## src/rtl/multi_pwm_timer.sv

```systemverilog
// N-channel PWM generator sharing one prescaler. Period/hold writes land in shadow
// registers and reach the active copy only at a period wrap, an enable, or a sync.
module multi_pwm_timer #(
    parameter int PRESCALE_TICKS = 600,
    parameter int N_CH           = 4,
    parameter int CNT_W          = 16,
    parameter int DEF_PERIOD     = 40000,
    parameter int DEF_HOLD       = 6000
) (
    input  logic                                      clk,
    input  logic                                      reset,
    input  logic                                      cfg_we,
    input  logic [((N_CH > 1) ? $clog2(N_CH) : 1)-1:0] cfg_ch,
    input  logic [1:0]                                cfg_addr,
    input  logic [CNT_W-1:0]                          cfg_wdata,
    input  logic                                      sync,
    output logic                                      tick,
    output logic [N_CH-1:0]                           pwm,
    output logic [N_CH-1:0]                           wrap
);

    localparam int               CH_W       = (N_CH > 1) ? $clog2(N_CH) : 1;
    localparam int               PS_W       = $clog2(PRESCALE_TICKS);
    localparam logic [PS_W-1:0]  PS_LAST    = PS_W'(PRESCALE_TICKS - 1);
    localparam logic [CNT_W-1:0] DEF_PER_V  = CNT_W'(DEF_PERIOD);
    localparam logic [CNT_W-1:0] DEF_HOLD_V = CNT_W'(DEF_HOLD);
    localparam logic [1:0]       A_PERIOD   = 2'd0;
    localparam logic [1:0]       A_HOLD     = 2'd1;
    localparam logic [1:0]       A_CTRL     = 2'd2;

    logic [PS_W-1:0]  ps_q, ps_d;
    logic             adv;
    logic [CNT_W-1:0] cnt_q      [N_CH];
    logic [CNT_W-1:0] cnt_d      [N_CH];
    logic [CNT_W-1:0] per_shd_q  [N_CH];
    logic [CNT_W-1:0] per_shd_d  [N_CH];
    logic [CNT_W-1:0] per_act_q  [N_CH];
    logic [CNT_W-1:0] per_act_d  [N_CH];
    logic [CNT_W-1:0] hold_shd_q [N_CH];
    logic [CNT_W-1:0] hold_shd_d [N_CH];
    logic [CNT_W-1:0] hold_act_q [N_CH];
    logic [CNT_W-1:0] hold_act_d [N_CH];
    logic [N_CH-1:0]  en_q, en_d;
    logic [N_CH-1:0]  inv_q, inv_d;
    logic [N_CH-1:0]  pwm_q, pwm_d;

    // Shared prescaler; sync restarts it and suppresses channel advance that clk.
    always_comb begin
        tick = (ps_q == PS_LAST);
        adv  = tick & ~sync;
        if (sync || tick) begin
            ps_d = '0;
        end else begin
            ps_d = ps_q + 1'b1;
        end
    end

    always_comb begin
        logic hit;
        logic restart;
        logic at_end;
        hit     = 1'b0;
        restart = 1'b0;
        at_end  = 1'b0;
        wrap    = '0;
        en_d    = en_q;
        inv_d   = inv_q;
        pwm_d   = pwm_q;
        for (int i = 0; i < N_CH; i++) begin
            cnt_d[i]      = cnt_q[i];
            per_shd_d[i]  = per_shd_q[i];
            per_act_d[i]  = per_act_q[i];
            hold_shd_d[i] = hold_shd_q[i];
            hold_act_d[i] = hold_act_q[i];

            hit     = cfg_we && (cfg_ch == CH_W'(i));
            restart = (sync && en_q[i]) ||
                      (hit && (cfg_addr == A_CTRL) && cfg_wdata[0] && !en_q[i]);
            // A zero period behaves as period 1: every tick is a wrap.
            at_end  = (per_act_q[i] == '0) || (cnt_q[i] >= per_act_q[i] - 1'b1);
            wrap[i] = en_q[i] && adv && at_end;

            pwm_d[i] = en_q[i] ? ((cnt_q[i] < hold_act_q[i]) ^ inv_q[i]) : inv_q[i];

            if (restart || wrap[i]) begin
                cnt_d[i]      = '0;
                per_act_d[i]  = per_shd_q[i];
                hold_act_d[i] = hold_shd_q[i];
            end else if (!en_q[i]) begin
                cnt_d[i] = '0;
            end else if (adv) begin
                cnt_d[i] = cnt_q[i] + 1'b1;
            end

            // Shadow writes never disturb the active copy loaded above in the same clk.
            if (hit) begin
                case (cfg_addr)
                    A_PERIOD: per_shd_d[i]  = cfg_wdata;
                    A_HOLD:   hold_shd_d[i] = cfg_wdata;
                    A_CTRL: begin
                        en_d[i]  = cfg_wdata[0];
                        inv_d[i] = cfg_wdata[1];
                    end
                    default: ;
                endcase
            end
        end
    end

    always_ff @(posedge clk or posedge reset) begin
        if (reset) begin
            ps_q  <= '0;
            en_q  <= '0;
            inv_q <= '0;
            pwm_q <= '0;
            for (int i = 0; i < N_CH; i++) begin
                cnt_q[i]      <= '0;
                per_shd_q[i]  <= DEF_PER_V;
                per_act_q[i]  <= DEF_PER_V;
                hold_shd_q[i] <= DEF_HOLD_V;
                hold_act_q[i] <= DEF_HOLD_V;
            end
        end else begin
            ps_q  <= ps_d;
            en_q  <= en_d;
            inv_q <= inv_d;
            pwm_q <= pwm_d;
            for (int i = 0; i < N_CH; i++) begin
                cnt_q[i]      <= cnt_d[i];
                per_shd_q[i]  <= per_shd_d[i];
                per_act_q[i]  <= per_act_d[i];
                hold_shd_q[i] <= hold_shd_d[i];
                hold_act_q[i] <= hold_act_d[i];
            end
        end
    end

    assign pwm = pwm_q;

endmodule

```

## config.mk

```make
export PLATFORM = sky130hd
export DESIGN_NAME = multi_pwm_timer
export DESIGN_NICKNAME = d
export VERILOG_FILES = /design/src/rtl/multi_pwm_timer.sv
export SDC_FILE = /design/constraint.sdc
export NUM_CORES = 1
export LEC_CHECK = 0
export CAP_MARGIN = 20
export CORE_MARGIN = 5
export CORE_UTILIZATION = 40
export DETAILED_ROUTE_END_ITERATION = 10
export PLACE_DENSITY = 0.67
export SLEW_MARGIN = 5
export SYNTH_ARGS = -nofsm -noshare
export SYNTH_HDL_FRONTEND = slang
export SYNTH_SLANG_ARGS = --single-unit
```

## constraint.sdc

```tcl
create_clock -name clk -period 13.7 [get_ports clk]
set_input_delay 1.37 -clock clk [delete_from_list [all_inputs] [get_ports clk]]
set_output_delay 1.37 -clock clk [all_outputs]
set_load 0.01 [all_outputs]
```

==> flow_summary.yaml <==
run_status:
  status: "finished clean"
placement:
  dpl.hpwl_mm: 27.88
  place_congestion: 0.8525
  numPortBuffers: 32
detailed_routing:
  firstDrtPassIters: 5
  vias_per_cell: 5.406
  dr.first_iter.drc_count: 768
  wire_per_inst_um: 18.24
  remaining_drc_errors: 0
  antenna_left: 0
  vias: 12070
  routed_wl_mm: 40.74
synthesis:
  synth_edf_count: 0
  syn_area_mm2: 0.01822
  syn_inst: 1561
  ys_types: 68
  syn-num-nets: 1722
  synth.avg_cell_area_um2: 11.67
  ys_warn_count: 0
  ys.flop_type: "dfrtp_1"
  synth_top_family_by_area: "multiplexers"
  synth-simple-area-share_pct: 11.80
  synth_mux_area_share_pct: 16.85
  synth.ff_latch_count: 342
  synth_fa_ha_area_share_pct: 9.407
  async_reset_ff_share_pct: 100.0
  seq_area_frac_synth_pct: 47.63
  synth_xor_area_share_pct: 4.230
  synth_compound_area_share_pct: 6.874
global_routing:
  overflow: 0
  grt_pass1_wl_mm: 67.36
  first_global_vias: 12490
  grtUsageTotal_pct: 16.53
  grt_antenna_before_repair: 1
  grt_max_degree: 124
clock_tree:
  cts_setup_buffers: 0
  cts_buffers: 38
  path_clk_slew_ps: 60
  htreeDepth: 2
  clockRootBuffer: "clkbuf_16"
  clockBufferDepth: 3
  cts.sinks: 342
  cts_hold_buf: 0
  cts_tree: "yes"
  cts_resized: 0
  clk_latency_ps: 540
critical_path:
  worstReg2RegEnd: "per_act_q[29]"
  path_max_fanout: 6
  setup.worst_path.start_class: "flip-flop"
  r2r_cells: 13
  r2r-start: "per_act_q[20]"
  crit_arrival_ps: 4720
  path_class: "reg -> out"
  required_ps: 12330
  cp-end-kind: "output port"
  r2r_slack_ps: 8690
timing:
  drv_slew: 0
  fin_tns_setup_ps: 0
  finClkSkew_ps: 18.36
  setup_viol: 0
  worst-slew-pin-transition_ps: 1069
  fin_crit_ps: 6089
  fmax_mhz: 164.2
  post-route-period-util_pct: 44.45
  rsz0062_at_grt: "false"
  hold_violations: 0
  slew_headroom_pct: 28.14
die:
  dieArea_mm2: 0.04992
  die_x_um: 223.4
  core_area_mm2: 0.04519
  ioPinCount: 33
  fp-row-count: 78
  die_y_um: 223.4
  initial_utilization_pct: 40.33
power:
  p_total_mw: 3.578
  p_int_mw: 2.512
  p_leak_nw: 9.148
  ir_worst_vdd_mv: 0.09455
  net-switching-power_mw: 1.065
  power_frac_seq_pct: 44.0
  power_density_mw_per_mm2: 174.1
  p_sw_share_pct: 29.78
  comb_power_share_pct: 25.3
  clockPowerShare_pct: 30.7
final_layout:
  final_cell_mix: "dfrtp_1 (246), mux2_2 (140), ha_1 (137), dfstp_2 (96), inv_1 (92)"
  n_antenna_cell: 0
  final_common_cell: "dfrtp_1"
  area_growth_syn_to_layout_pct: 12.78
  nets: 1764
  drive_gt1_share_pct: 22.29
  fillers: 4112
worst_hold_path:
  min_path_type: "reg -> reg"
  min-delay-start: "inv_q[2]"
  hold_depth: 1
  min_to: "pwm[2]"
flow_run:
  cap_violations: 0
-- worst max-delay path, stage by stage (launching register included) --
cell and delay [ps]:
dfrtp_1 430, or4_1 600, or3_1 360, or2_1 270, nor4_1 230, xnor2_1 110, ha_1 300, nand4_1 150
nor3_1 300, or4b_1 520, a31oi_2 330, clkdlybuf4s50_1 610
-- synth_stat cells, drive strengths merged (5+ instances only) --
master / count / area share (%)
a2111oi: 5 / 0.25
a211oi: 6 / 0.25
a21o: 35 / 1.4
a21oi: 34 / 0.93
a31oi: 8 / 0.43
a32oi: 6 / 0.29
and2: 7 / 0.24
and3: 21 / 0.72
and4: 5 / 0.24
buf: 21 / 0.84
clkbuf: 22 / 0.45
dfrtp: 246 / 34
dfstp: 96 / 14
ha: 137 / 9.4
inv: 93 / 1.9
mux2: 260 / 17
nand2: 91 / 1.9
nand2b: 12 / 0.41
nand3: 45 / 1.2
nand3b: 7 / 0.29
nand4: 35 / 1.2
nand4b: 5 / 0.24
nor2: 67 / 1.5
nor2b: 10 / 0.34
nor3: 38 / 1.1
nor3b: 14 / 0.58
nor4: 18 / 0.69
o211ai: 7 / 0.29
o21ai: 65 / 1.8
or3: 13 / 0.45
or4: 8 / 0.35
xnor2: 51 / 2.5
xor2: 37 / 1.8
-- worst max-delay path by stage --
stage	from	end
2_1_floorplan	reset	cnt_q[0]
3_3_place_gp	sync	wrap[2]
3_5_place_dp	sync	wrap[2]
4_1_cts	per_act_q[37]	wrap[1]
5_1_grt	per_act_q[20]	wrap[2]
6_report	per_act_q[20]	wrap[2]
-- kinds of logic (layout without fill, tap and decap cells) --
kind of cell | Yosys count | in the layout
buf+inv | 136 | 208
xor+xnor | 88 | 88
compound gates | 190 | 190
flops | 342 | 342
simple gates | 405 | 405
mux | 263 | 263
fa+ha+maj | 137 | 137
-- layer usage --
| layer | up-vias | global-route usage, % | wire, um |
|---|---|---|---|
| li1 | 5712 | - | - |
| met1 | 6070 | 22.82 | 19110 |
| met2 | 210 | 26.66 | 18710 |
| met3 | 80 | 2.474 | 1676 |
| met4 | 0 | 5.771 | 1242 |
| met5 | - | 0 | 0 |
-- flip-flops by register name, summed over array words and instances, names as in the netlist --
name,cells
per_shd_q,64
en_q,4
hold_shd_q,64
inv_q,4
pwm,4
per_act_q,64
hold_act_q,64
cnt_q,64
ps_q,10
-- power by group through the flow --
stage / Sequential [mW] / Combinational [mW] / Clock (mW)
6_report: 1.58 / 0.903 / 1.10
5_1_grt: 1.62 / 1.03 / 1.17
4_1_cts: 1.58 / 0.915 / 1.13
3_5_place_dp: 1.59 / 0.908 / 0
3_3_place_gp: 1.58 / 0.871 / 0
2_1_floorplan: 1.52 / 0.723 / 0
-- through the flow --
stage | std cells | worst slack (ps) | util, % | instance area [um^2] | hold WS [ps]
3_3_place_gp | 2162 | 8172 | 42.42 | 19170 | 454.3
4_1_cts | 2232 | 7562 | 45.46 | 20540 | 470.6
3_5_place_dp | 2162 | 8103 | 42.42 | 19170 | 463.8
5_1_grt | 2233 | 7323 | 45.48 | 20550 | 474.7
2_1_floorplan | 1561 | 3009 | - | 18220 | 437.8
6_report | 2233 | 7611 | 45.48 | 20550 | 473.7
-- layout make-up --
| type | count | area (um^2) | area share, % |
|---|---|---|---|
| flip-flops and latches | 342 | 8678 | 42.23 |
| clock buffers | 53 | 1151 | 5.602 |
| clock inverters | 17 | 224.0 | 1.090 |
| repair buffers | 45 | 417.9 | 2.034 |
| inverters | 93 | 356.6 | 1.735 |
| well taps | 600 | 750.7 | 3.653 |
| multi-input cells | 1083 | 8971 | 43.66 |
Power figures use the tool's default switching activity.
